### src/rtl/led_fc_pkg.sv
// Shared types and constants for the LED band FC writer and its LAT command decoder.
package led_fc_pkg;

    typedef enum logic [1:0] {
        IDLE  = 2'd0,
        SHIFT = 2'd1,
        DONE  = 2'd2
    } fc_state_e;

    // Default SCLK edge counts (while LAT is high) that encode the driver commands.
    localparam int FCWRTEN_CNT_DEF = 15;
    localparam int WRTFC_CNT_DEF   = 5;

    // Band address width; never narrower than one bit, even for a single band.
    function automatic int addr_width(input int n_bands);
        return (n_bands > 1) ? $clog2(n_bands) : 1;
    endfunction

endpackage

### src/rtl/led_band_fc_writer_if.sv
// HPS register-side bus of the FC writer: band word writes plus the sticky error flags.
interface led_band_fc_writer_if import led_fc_pkg::*; #(
    parameter int N_BANDS  = 1,
    parameter int FC_WIDTH = 48
);
    localparam int ADDR_W = addr_width(N_BANDS);

    logic [ADDR_W-1:0]   hps_fc_addr;
    logic [FC_WIDTH-1:0] hps_fc_data;
    logic                hps_fc_write;
    logic                hps_err_clr;
    logic                err_short;
    logic                err_long;

    modport master (
        output hps_fc_addr, hps_fc_data, hps_fc_write, hps_err_clr,
        input  err_short, err_long
    );

    modport slave (
        input  hps_fc_addr, hps_fc_data, hps_fc_write, hps_err_clr,
        output err_short, err_long
    );

endinterface

### src/rtl/led_lat_cmd_decoder.sv
// Decodes LAT-length driver commands: counts SCLK rising edges while LAT is high and
// pulses fcwrten / wrtfc for the one cycle after LAT falls.
module led_lat_cmd_decoder import led_fc_pkg::*; #(
    parameter int FCWRTEN_CNT = FCWRTEN_CNT_DEF,
    parameter int WRTFC_CNT   = WRTFC_CNT_DEF
) (
    input  logic clk,
    input  logic rst,
    input  logic SCLK,
    input  logic LAT,
    output logic sclk_rise,
    output logic data_rise,
    output logic fcwrten,
    output logic wrtfc
);

    logic       sclk_reg;
    logic [3:0] lat_cnt_reg;

    // Delay SCLK by one clk for rising-edge detection.
    always_ff @(posedge clk) begin
        if (rst) sclk_reg <= 1'b0;
        else     sclk_reg <= SCLK;
    end

    assign sclk_rise = SCLK & ~sclk_reg;
    // Edges clocked while LAT is high belong to a command, not to FC data.
    assign data_rise = sclk_rise & ~LAT;

    // Saturating count of rising edges during LAT high; cleared whenever LAT is low.
    always_ff @(posedge clk) begin
        if (rst || !LAT)                          lat_cnt_reg <= 4'd0;
        else if (sclk_rise && lat_cnt_reg != 4'hF) lat_cnt_reg <= lat_cnt_reg + 4'd1;
    end

    // The count survives into the first LAT-low cycle, giving a one-cycle pulse.
    assign fcwrten = ~LAT & (lat_cnt_reg == 4'(FCWRTEN_CNT));
    assign wrtfc   = ~LAT & (lat_cnt_reg == 4'(WRTFC_CNT));

endmodule

### src/rtl/led_band_fc_writer.sv
// Multi-band FC register writer: holds one FC word per band and shifts it MSB-first on
// that band's SOUT bit, CHAIN_LEN times, between FCWRTEN and WRTFC.
// Build option LED_FC_SHADOW_EN: separate shadow bank copied to active on FCWRTEN;
// when undefined, HPS writes go straight to the active words.
module led_band_fc_writer import led_fc_pkg::*; #(
    parameter int N_BANDS     = 1,
    parameter int FC_WIDTH    = 48,
    parameter int CHAIN_LEN   = 1,
    parameter int FCWRTEN_CNT = FCWRTEN_CNT_DEF,
    parameter int WRTFC_CNT   = WRTFC_CNT_DEF
) (
    input  logic               clk,
    input  logic               rst,
    input  logic               SCLK,
    input  logic               LAT,
    output logic               en,
    output logic [N_BANDS-1:0] SOUT,
    led_band_fc_writer_if.slave hps
);

    localparam int ADDR_W = addr_width(N_BANDS);
    localparam int IDX_W  = $clog2(FC_WIDTH);
    localparam int DRV_W  = ($clog2(CHAIN_LEN + 1) > 1) ? $clog2(CHAIN_LEN + 1) : 1;
    localparam logic [IDX_W-1:0] IDX_MSB  = IDX_W'(FC_WIDTH - 1);
    localparam logic [DRV_W-1:0] DRV_LAST = DRV_W'(CHAIN_LEN - 1);

    logic sclk_rise, data_rise, fcwrten, wrtfc;

    fc_state_e        state_reg, state_next;
    logic [IDX_W-1:0] bit_idx_reg, bit_idx_next;
    logic [DRV_W-1:0] drv_cnt_reg, drv_cnt_next;
    logic             en_reg;
    logic             err_short_reg, err_long_reg;
    logic             set_short, set_long;

    led_lat_cmd_decoder #(
        .FCWRTEN_CNT (FCWRTEN_CNT),
        .WRTFC_CNT   (WRTFC_CNT)
    ) u_cmd (
        .clk       (clk),
        .rst       (rst),
        .SCLK      (SCLK),
        .LAT       (LAT),
        .sclk_rise (sclk_rise),
        .data_rise (data_rise),
        .fcwrten   (fcwrten),
        .wrtfc     (wrtfc)
    );

    // Next-state logic: command pulses take priority over a coincident data edge.
    always_comb begin
        state_next   = state_reg;
        bit_idx_next = bit_idx_reg;
        drv_cnt_next = drv_cnt_reg;
        set_short    = 1'b0;
        set_long     = 1'b0;
        unique case (state_reg)
            IDLE: begin
                if (fcwrten) begin
                    state_next   = SHIFT;
                    bit_idx_next = IDX_MSB;
                    drv_cnt_next = '0;
                end
            end
            SHIFT: begin
                if (wrtfc) begin
                    set_short  = 1'b1;
                    state_next = IDLE;
                end else if (fcwrten) begin
                    set_short    = 1'b1;
                    bit_idx_next = IDX_MSB;
                    drv_cnt_next = '0;
                end else if (data_rise) begin
                    if (bit_idx_reg == '0) begin
                        bit_idx_next = IDX_MSB;
                        drv_cnt_next = drv_cnt_reg + DRV_W'(1);
                        if (drv_cnt_reg == DRV_LAST) state_next = DONE;
                    end else begin
                        bit_idx_next = bit_idx_reg - IDX_W'(1);
                    end
                end
            end
            DONE: begin
                if (wrtfc) begin
                    state_next = IDLE;
                end else if (fcwrten) begin
                    state_next   = SHIFT;
                    bit_idx_next = IDX_MSB;
                    drv_cnt_next = '0;
                end else if (data_rise) begin
                    set_long = 1'b1;
                end
            end
            default: state_next = IDLE;
        endcase
    end

    // State, counters and the registered en flag.
    always_ff @(posedge clk) begin
        if (rst) begin
            state_reg   <= IDLE;
            bit_idx_reg <= IDX_MSB;
            drv_cnt_reg <= '0;
            en_reg      <= 1'b1;
        end else begin
            state_reg   <= state_next;
            bit_idx_reg <= bit_idx_next;
            drv_cnt_reg <= drv_cnt_next;
            en_reg      <= (state_next == IDLE);
        end
    end

    // Sticky protocol error flags; a set in the same cycle as a clear wins.
    always_ff @(posedge clk) begin
        if (rst) begin
            err_short_reg <= 1'b0;
            err_long_reg  <= 1'b0;
        end else begin
            err_short_reg <= set_short | (err_short_reg & ~hps.hps_err_clr);
            err_long_reg  <= set_long  | (err_long_reg  & ~hps.hps_err_clr);
        end
    end

    assign en            = en_reg;
    assign hps.err_short = err_short_reg;
    assign hps.err_long  = err_long_reg;

    genvar gi;
    generate
        for (gi = 0; gi < N_BANDS; gi++) begin : g_band
            logic [FC_WIDTH-1:0] active_reg;
            logic                hit;

            // Addresses at or beyond N_BANDS match no band and are dropped.
            assign hit = hps.hps_fc_write && (hps.hps_fc_addr == ADDR_W'(gi));

`ifdef LED_FC_SHADOW_EN
            logic [FC_WIDTH-1:0] shadow_reg;

            // Shadow word takes HPS writes at any time.
            always_ff @(posedge clk) begin
                if (rst)      shadow_reg <= '0;
                else if (hit) shadow_reg <= hps.hps_fc_data;
            end

            // Active word snapshots the shadow on every FCWRTEN, so a write in the
            // same cycle only reaches the shadow.
            always_ff @(posedge clk) begin
                if (rst)          active_reg <= '0;
                else if (fcwrten) active_reg <= shadow_reg;
            end
`else
            // Single bank: writes land in the live word and show on the next bit.
            always_ff @(posedge clk) begin
                if (rst)      active_reg <= '0;
                else if (hit) active_reg <= hps.hps_fc_data;
            end
`endif

            // MSB is presented while idle so it is valid before the first edge.
            assign SOUT[gi] = (state_reg == SHIFT) ? active_reg[bit_idx_reg] :
                              (state_reg == IDLE)  ? active_reg[FC_WIDTH-1]  : 1'b0;
        end
    endgenerate

endmodule

### src/flat_wrapper.sv
// flat-port wrapper written by rule: the top's interface ports become plain ports
module led_band_fc_writer_flat import led_fc_pkg::*;
#(
    parameter int N_BANDS     = 1,
    parameter int FC_WIDTH    = 48,
    parameter int CHAIN_LEN   = 1,
    parameter int FCWRTEN_CNT = FCWRTEN_CNT_DEF,
    parameter int WRTFC_CNT   = WRTFC_CNT_DEF
)
  (clk, rst, SCLK, LAT, en, SOUT, hps_hps_fc_addr, hps_hps_fc_data, hps_hps_fc_write, hps_hps_err_clr, hps_err_short, hps_err_long);
  led_band_fc_writer_if #(.N_BANDS(N_BANDS), .FC_WIDTH(FC_WIDTH)) hps_i ();
  input  logic clk;
  input  logic rst;
  input  logic SCLK;
  input  logic LAT;
  output logic en;
  output logic [N_BANDS-1:0] SOUT;
  input wire logic [$bits(hps_i.hps_fc_addr)-1:0] hps_hps_fc_addr;
  input wire logic [$bits(hps_i.hps_fc_data)-1:0] hps_hps_fc_data;
  input wire logic [$bits(hps_i.hps_fc_write)-1:0] hps_hps_fc_write;
  input wire logic [$bits(hps_i.hps_err_clr)-1:0] hps_hps_err_clr;
  output wire logic [$bits(hps_i.err_short)-1:0] hps_err_short;
  output wire logic [$bits(hps_i.err_long)-1:0] hps_err_long;
  assign hps_i.hps_fc_addr = hps_hps_fc_addr;
  assign hps_i.hps_fc_data = hps_hps_fc_data;
  assign hps_i.hps_fc_write = hps_hps_fc_write;
  assign hps_i.hps_err_clr = hps_hps_err_clr;
  assign hps_err_short = hps_i.err_short;
  assign hps_err_long = hps_i.err_long;
  led_band_fc_writer #(.N_BANDS(N_BANDS), .FC_WIDTH(FC_WIDTH), .CHAIN_LEN(CHAIN_LEN), .FCWRTEN_CNT(FCWRTEN_CNT), .WRTFC_CNT(WRTFC_CNT)) u_core (.clk(clk), .rst(rst), .SCLK(SCLK), .LAT(LAT), .en(en), .SOUT(SOUT), .hps(hps_i));
endmodule
### config.mk
export PLATFORM = sky130hd
export DESIGN_NAME = led_band_fc_writer_flat
export DESIGN_NICKNAME = d
export VERILOG_FILES = /design/src/rtl/led_fc_pkg.sv /design/src/rtl/led_band_fc_writer_if.sv /design/src/rtl/led_lat_cmd_decoder.sv /design/src/rtl/led_band_fc_writer.sv /design/src/flat_wrapper.sv
export SDC_FILE = /design/constraint.sdc
export NUM_CORES = 1
export LEC_CHECK = 0
export ABC_AREA = 1
export BUFFER_PORTS_ARGS = -buffer_cell sky130_fd_sc_hd__buf_2
export CAP_MARGIN = 20
export CORE_ASPECT_RATIO = 1.2
export CORE_MARGIN = 1.5
export CORE_UTILIZATION = 55
export CTS_CLUSTER_SIZE = 25
export DETAILED_ROUTE_END_ITERATION = 10
export PLACE_DENSITY = 0.79
export RECOVER_POWER = 50
export SYNTH_ARGS = -nofsm -noshare
export SYNTH_HDL_FRONTEND = slang
export SYNTH_SLANG_ARGS = --single-unit
export TNS_END_PERCENT = 100
### constraint.sdc
create_clock -name clk -period 1.8 [get_ports clk]
set_input_delay 0.09 -clock clk [delete_from_list [all_inputs] [get_ports clk]]
set_output_delay 0.09 -clock clk [all_outputs]
set_load 0.005 [all_outputs]
==> results.sh, run 1 <==
export IMPL_result_of_the_run="complete, but fails checks"
export IMPL_violated_checks="setup timing"
export IMPL_dieArea_um2=6050
export IMPL_clock_tree_from_tritoncts="done"
export IMPL_worst_endpoint_arrival_ps=1760
export IMPL_vias_after_detailed_routing=3114
export IMPL_die_h_um=84.9
export IMPL_reg2reg_setup_slack_ps=120
export IMPL_yosys_area_top_type_share_pct=42.3
export IMPL_antenna_violations_before_repair=0
export IMPL_yosys_register_bits=65
export IMPL_endpoint_kind="primary output"
export IMPL_die_width_um=71.3
export IMPL_grt_overflow_total=0
export IMPL_setup_violators_final=1
export IMPL_syn_cell_area_um2=3070
export IMPL_drtIter0Drc=297
export IMPL_setup_total_negative_slack_ps=-53.9
export IMPL_detail_route_wl_per_cell_um=12.9
export IMPL_fmax_ghz=0.539
export IMPL_critical_path_class="reg -> out"
export IMPL_slowest_stage="sky130_fd_sc_hd__dfxtp_4"
export IMPL_report_final_slew_viol_count=0
export IMPL_finalInstanceArea_um2=3880
export IMPL_syn_num_nets=513
export IMPL_hold_path_class="in -> reg"
export IMPL_num_rows=29
export IMPL_rsz0062_at_grt="true"
export IMPL_cp_top_family="simple AND/OR/NAND/NOR gates"
export IMPL_grt_pass1_vias=2853
export IMPL_globalRouteTotalUtil_pct=24.9
export IMPL_critical_path_buf_inv_count=2
export IMPL_wl_mm=7.69
export IMPL_synth_seq_area_share_pct=42.3
export IMPL_power_total_mw=2.94
export IMPL_finish_net_count=587
export IMPL_post_drt_via_cell_ratio=5.22
export IMPL_ios=59
export IMPL_pre_cts_ws_ps=210
export IMPL_htree_levels=3
export IMPL_fin_skew_ps=7.10
export IMPL_antenna_violating_nets_post_route=0
export IMPL_grt_busiest_layer="met2"
export IMPL_critical_path_startpoint_type="register"
export IMPL_tightestPinTransition_ps=585
export IMPL_cp_required_ps=1710
export IMPL_global_route_wire_length_before_repair_mm=12.0
export IMPL_fillers=429
export IMPL_final_critical_path_setup_slack_ps=-53.9
export IMPL_layout_drive_gt1_share_pct=21.0
export IMPL_fin_util_pct=72.8
export IMPL_synthCells=455
export IMPL_cts_made_buffers=9
export IMPL_maxSlewHeadroom_pct=61.0
export IMPL_critPathMaxFanout=10
export IMPL_power_per_cell_area_nw_per_um2=757
export IMPL_crit_path_cell_trace="clkbuf_16 > nand2_1 > nand2_1 > nand3_1 > nand3_2 > nand2_1 > nand2_1 > nand3_2 > nand2_1 > nand2_1 > buf_2"
export IMPL_core_um2=5330
export IMPL_tritoncts_num_sinks=65
export IMPL_grt_met2_usage_pct=44.8
export IMPL_synthesis_area_per_instance_um2=6.76
export IMPL_globalRouteMet1Util_pct=28.3
export IMPL_start_util_pct=57.6
export IMPL_num_antenna_cells=0
export IMPL_drc=0
export IMPL_post_route_period_util_pct=103
export IMPL_critical_path_max_stage_delay_ps=450
export IMPL_synthesis_yosys_warnings=0
export IMPL_fin_crit_ps=1850
export IMPL_area_added_between_synthesis_and_finish_pct=26.3
export IMPL_largest_reg_flops=48
export IMPL_path_clk_slew_ps=70
export IMPL_leakagePower_nw=1.88
export IMPL_placement_cell_area_um2=3420
export IMPL_synthTopCellsByArea="sky130_fd_sc_hd__dfxtp_1 42%, sky130_fd_sc_hd__nand2_1 11%, sky130_fd_sc_hd__o21ai_0 9.1%, sky130_fd_sc_hd__inv_1 8.5%, sky130_fd_sc_hd__a21oi_1 7.8%"
export IMPL_first_pass_iters=4
export IMPL_maxCapViolCount=0
export IMPL_gp_congestion=0.909
export IMPL_clock_latency_ps=350
export IMPL_synth_area_leader_cell="sky130_fd_sc_hd__dfxtp_1"
export IMPL_timing_final_hold_violations=0
export IMPL_grtUsageMet3_pct=5.58
export IMPL_detailed_place_hpwl_mm=4.85
export IMPL_place_port_buffers=58
export IMPL_pin_count_of_the_biggest_net_entering_global_routing=73
export IMPL_clk_root_buffer_cell="sky130_fd_sc_hd__clkbuf_8"
export IMPL_ys_types=25
export IMPL_critPathMostFrequentCell="sky130_fd_sc_hd__nand2_1"
export IMPL_clockBufferDepth=2
export IMPL_vdd_drop_max_mv=0.748
per-layer routing:
layer | vias to the layer above | part of all wire, %
met5 | - | 0
met2 | 94 | 52
li1 | 1599 | -
met1 | 1402 | 40
met3 | 19 | 5.6
met4 | 0 | 2.4
timing repair:
| item | CTS | global route |
|---|---|---|
| setup buffers | 1 | 6 |
| hold endpoints to repair | 8 | 0 |
| setup endpoints to repair | 1 | 1 |
| pin swaps | 1 | 8 |
| gates resized for setup | 13 | 8 |
| gates cloned | 0 | 4 |
| hold buffers | 8 | 0 |
where the power goes:
part / switching (mW) / internal (mW)
sequential: 0.0238 / 1.51
clock: 0.538 / 0.569
combinational: 0.170 / 0.127
final timing paths:
path | startpoint | endpoint | depth (start not counted)
setup / recovery | u_core.bit_idx_reg[0] | SOUT | 11
hold reg to reg | u_core.g_band[0].active_reg[39] | u_core.g_band[0].active_reg[39] | 2
setup reg to reg | u_core.bit_idx_reg[0] | u_core.en | 10
hold / removal | rst | u_core.hps.err_long | 2
cells by family after synthesis:
group | share of synthesized area [%]
compound gates | 18.6
xor+xnor | 0.285
fa+ha+maj | 1.22
buf+inv | 12.5
flops | 42.3
simple gates | 25.2
synthesized netlist by cell type:
cell	instances
sky130_fd_sc_hd__o21ai_1	4
sky130_fd_sc_hd__nand3_2	1
sky130_fd_sc_hd__ha_1	3
sky130_fd_sc_hd__nand2_1	86
sky130_fd_sc_hd__buf_6	1
sky130_fd_sc_hd__buf_4	3
sky130_fd_sc_hd__o21ai_0	56
sky130_fd_sc_hd__a31oi_1	1
sky130_fd_sc_hd__dfxtp_1	65
sky130_fd_sc_hd__a21oi_1	48
sky130_fd_sc_hd__o211ai_1	2
sky130_fd_sc_hd__nor2_2	4
sky130_fd_sc_hd__a21oi_2	1
sky130_fd_sc_hd__nor2_4	1
sky130_fd_sc_hd__or2_1	1
sky130_fd_sc_hd__and3_4	1
sky130_fd_sc_hd__clkbuf_1	13
sky130_fd_sc_hd__inv_2	2
sky130_fd_sc_hd__inv_1	70
sky130_fd_sc_hd__nand3_1	35
sky130_fd_sc_hd__xor2_1	1
sky130_fd_sc_hd__buf_2	6
sky130_fd_sc_hd__nor2_1	43
sky130_fd_sc_hd__nand4_1	6
sky130_fd_sc_hd__nand4_2	1
cells in the final DEF (no fill, tap or decap), types with 4 or more instances in the layout:
cell	instances
sky130_fd_sc_hd__nand2_1	85
sky130_fd_sc_hd__inv_1	71
sky130_fd_sc_hd__dfxtp_1	62
sky130_fd_sc_hd__buf_2	57
sky130_fd_sc_hd__o21ai_0	55
sky130_fd_sc_hd__a21oi_1	48
sky130_fd_sc_hd__nor2_1	42
sky130_fd_sc_hd__nand3_1	30
sky130_fd_sc_hd__clkbuf_8	11
sky130_fd_sc_hd__buf_4	11
sky130_fd_sc_hd__dlygate4sd3_1	8
sky130_fd_sc_hd__nand3_2	6
sky130_fd_sc_hd__nand4_1	6
sky130_fd_sc_hd__nor2_2	5
sky130_fd_sc_hd__o21ai_1	5
sky130_fd_sc_hd__buf_12	4
per-stage QoR:
step	hold slack [ps]	cells
CTS	7.40	586
floorplan	158	455
global placement	306	561
global route	13.9	596
detailed placement	318	561
finish	1.78	596
final cells by class:
type,instances,area (µm²),share of cell area (%)
Multi-Input combinational cell,295,1420,36.6
Sequential cell,65,1310,33.7
Inverter,72,278,7.15
Timing Repair Buffer,86,623,16.0
Clock buffer,13,159,4.09
Clock inverter,3,15.0,0.387
Tap cell,62,77.6,2.00
worst register-to-register path, stage by stage (launching register included):
cell,delay [ps]
sky130_fd_sc_hd__dfxtp_4,400
sky130_fd_sc_hd__inv_8,100
sky130_fd_sc_hd__buf_4,120
sky130_fd_sc_hd__buf_4,100
sky130_fd_sc_hd__ha_2,210
sky130_fd_sc_hd__and3_4,210
sky130_fd_sc_hd__nand4_1,110
sky130_fd_sc_hd__o21ai_1,140
sky130_fd_sc_hd__inv_1,60
sky130_fd_sc_hd__nor2_2,90
sky130_fd_sc_hd__nor2_1,40
No activity file was read; power rests on OpenSTA's default activity.
==> inputs of run 2 (changes only) <==
--- a/config.mk
+++ b/config.mk
@@ -11,10 +11,11 @@
 export CORE_ASPECT_RATIO = 1.2
 export CORE_MARGIN = 1.5
 export CORE_UTILIZATION = 55
+export CTS_BUF_LIST = sky130_fd_sc_hd__clkbuf_8
 export CTS_CLUSTER_SIZE = 25
 export DETAILED_ROUTE_END_ITERATION = 10
 export PLACE_DENSITY = 0.79
-export RECOVER_POWER = 50
+export RECOVER_POWER = 25
 export SYNTH_ARGS = -nofsm -noshare
 export SYNTH_HDL_FRONTEND = slang
 export SYNTH_SLANG_ARGS = --single-unit
==> results.sh, run 2 (synthesis results as in run 1) <==
export IMPL_critical_path_max_stage_delay_ps=450
export IMPL_tightestPinTransition_ps=590
export IMPL_cp_top_family="simple AND/OR/NAND/NOR gates"
export IMPL_finish_net_count=587
export IMPL_drtIter0Drc=298
export IMPL_fin_skew_ps=5.99
export IMPL_antenna_violations_before_repair=0
export IMPL_area_added_between_synthesis_and_finish_pct=26.3
export IMPL_post_drt_via_cell_ratio=5.21
export IMPL_critical_path_class="reg -> out"
export IMPL_critical_path_buf_inv_count=4
export IMPL_tritoncts_num_sinks=65
export IMPL_globalRouteTotalUtil_pct=24.9
export IMPL_crit_path_cell_trace="inv_8 > clkbuf_16 > nand2_1 > nand3_1 > nand2_1 > nand2_1 > nand2_1 > inv_1 > nand2_1 > nand2_1 > nand3_2 > nand2_1 > nand2_1 > buf_2"
export IMPL_fin_crit_ps=1860
export IMPL_dieArea_um2=6050
export IMPL_pre_cts_ws_ps=210
export IMPL_post_route_period_util_pct=104
export IMPL_leakagePower_nw=1.89
export IMPL_detailed_place_hpwl_mm=4.85
export IMPL_place_port_buffers=58
export IMPL_first_pass_iters=5
export IMPL_timing_hold_ws_ps=0.287
export IMPL_maxSlewHeadroom_pct=60.6
export IMPL_fmax_ghz=0.536
export IMPL_rsz0062_at_grt="true"
export IMPL_grt_pass1_vias=2853
export IMPL_wl_mm=7.74
export IMPL_drc=0
export IMPL_detail_route_wl_per_cell_um=13.0
export IMPL_power_per_cell_area_nw_per_um2=755
export IMPL_grt_overflow_total=0
export IMPL_clockBufferDepth=2
export IMPL_die_width_um=71.3
export IMPL_num_antenna_cells=0
export IMPL_layout_commonest_cell="sky130_fd_sc_hd__nand2_1"
export IMPL_critical_path_startpoint_type="register"
export IMPL_maxCapViolCount=0
export IMPL_timing_final_hold_violations=0
export IMPL_cts_made_buffers=9
export IMPL_antenna_violating_nets_post_route=0
export IMPL_largest_reg_flops=48
export IMPL_setup_violators_final=1
export IMPL_core_um2=5330
export IMPL_pin_count_of_the_biggest_net_entering_global_routing=73
export IMPL_fillers=429
export IMPL_final_critical_path_setup_slack_ps=-64.7
export IMPL_gp_congestion=0.909
export IMPL_result_of_the_run="complete, but fails checks"
export IMPL_layout_drive_gt1_share_pct=21.0
export IMPL_endpoint_kind="primary output"
export IMPL_report_final_slew_viol_count=0
export IMPL_die_h_um=84.9
export IMPL_hold_path_class="in -> reg"
export IMPL_global_route_wire_length_before_repair_mm=12.0
export IMPL_cp_required_ps=1710
export IMPL_htree_levels=3
export IMPL_ios=59
export IMPL_clock_tree_from_tritoncts="done"
export IMPL_num_rows=29
export IMPL_start_util_pct=57.6
export IMPL_vias_after_detailed_routing=3105
export IMPL_critPathMaxFanout=7
export IMPL_slowest_stage="sky130_fd_sc_hd__dfxtp_4"
export IMPL_clk_root_buffer_cell="sky130_fd_sc_hd__clkbuf_8"
export IMPL_path_clk_slew_ps=70
export IMPL_critPathMostFrequentCell="sky130_fd_sc_hd__nand2_1"
export IMPL_clock_latency_ps=350
export IMPL_violated_checks="setup timing"
export IMPL_vdd_drop_max_mv=0.746
export IMPL_setup_total_negative_slack_ps=-64.7
export IMPL_worst_endpoint_arrival_ps=1770
export IMPL_mostFrequentLayoutCells="85 x sky130_fd_sc_hd__nand2_1, 73 x sky130_fd_sc_hd__inv_1, 62 x sky130_fd_sc_hd__dfxtp_1, 57 x sky130_fd_sc_hd__buf_2, 55 x sky130_fd_sc_hd__o21ai_0"
run 2: cell count changes in the layout (fill, tap and decap cells not counted), sizes merged:
| cell | previous run | this run |
|---|---|---|
| clkbuf | 18 | 16 |
| inv | 72 | 74 |
run 2: power breakdown:
group	switching, mW	internal, mW
clock network	0.541	0.557
registers	0.0238	1.51
logic	0.170	0.127
run 2: worst paths after layout:
| path | from | endpoint | cells past startpoint | slack (ps) |
|---|---|---|---|---|
| worst max register to register | u_core.bit_idx_reg[0] | u_core.drv_cnt_reg | 8 | 110 |
| worst min-delay path | rst | u_core.hps.err_long | 2 | 0.3 |
| worst max-delay path | u_core.bit_idx_reg[0] | SOUT | 14 | -60 |
| worst min register to register | u_core.g_band[0].active_reg[39] | u_core.g_band[0].active_reg[39] | 2 | 450 |
run 2: area by class of cell:
type,count,area (µm²),area share (%)
Clock buffer,11,151,3.90
Clock inverter,5,22.5,0.580
Inverter,72,278,7.15
Multi-Input combinational cell,295,1420,36.6
Sequential cell,65,1310,33.7
Tap cell,62,77.6,2.00
Timing Repair Buffer,86,623,16.0
run 2: routing by layer:
layer,track usage [%],part of all wire [%],vias to the layer above
met3,5.58,5.3,16
met4,9.43,2.2,0
li1,-,-,1598
met2,44.8,52,79
met1,28.3,41,1412
met5,0,0,-
run 2: repair_timing:
action / in CTS / in global routing
pin swaps: 1 / 8
buffers inserted: 1 / 6
setup endpoints to repair: 1 / 1
endpoints found under the hold margin: 8 / 0
hold buffers: 8 / 0
gates cloned: 0 / 4
gates resized for setup: 13 / 8
run 2: stage by stage:
stage                     cells  power (mW)  cell area, µm²  util (%)
after global placement      561        1.84            3420      64.2
after CTS                   586        2.93            3720      69.8
after global routing        596        3.04            3880      72.8
after floorplan             455        1.73            3070         -
final                       596        2.93            3880      72.8
after detailed placement    561        1.85            3420      64.2
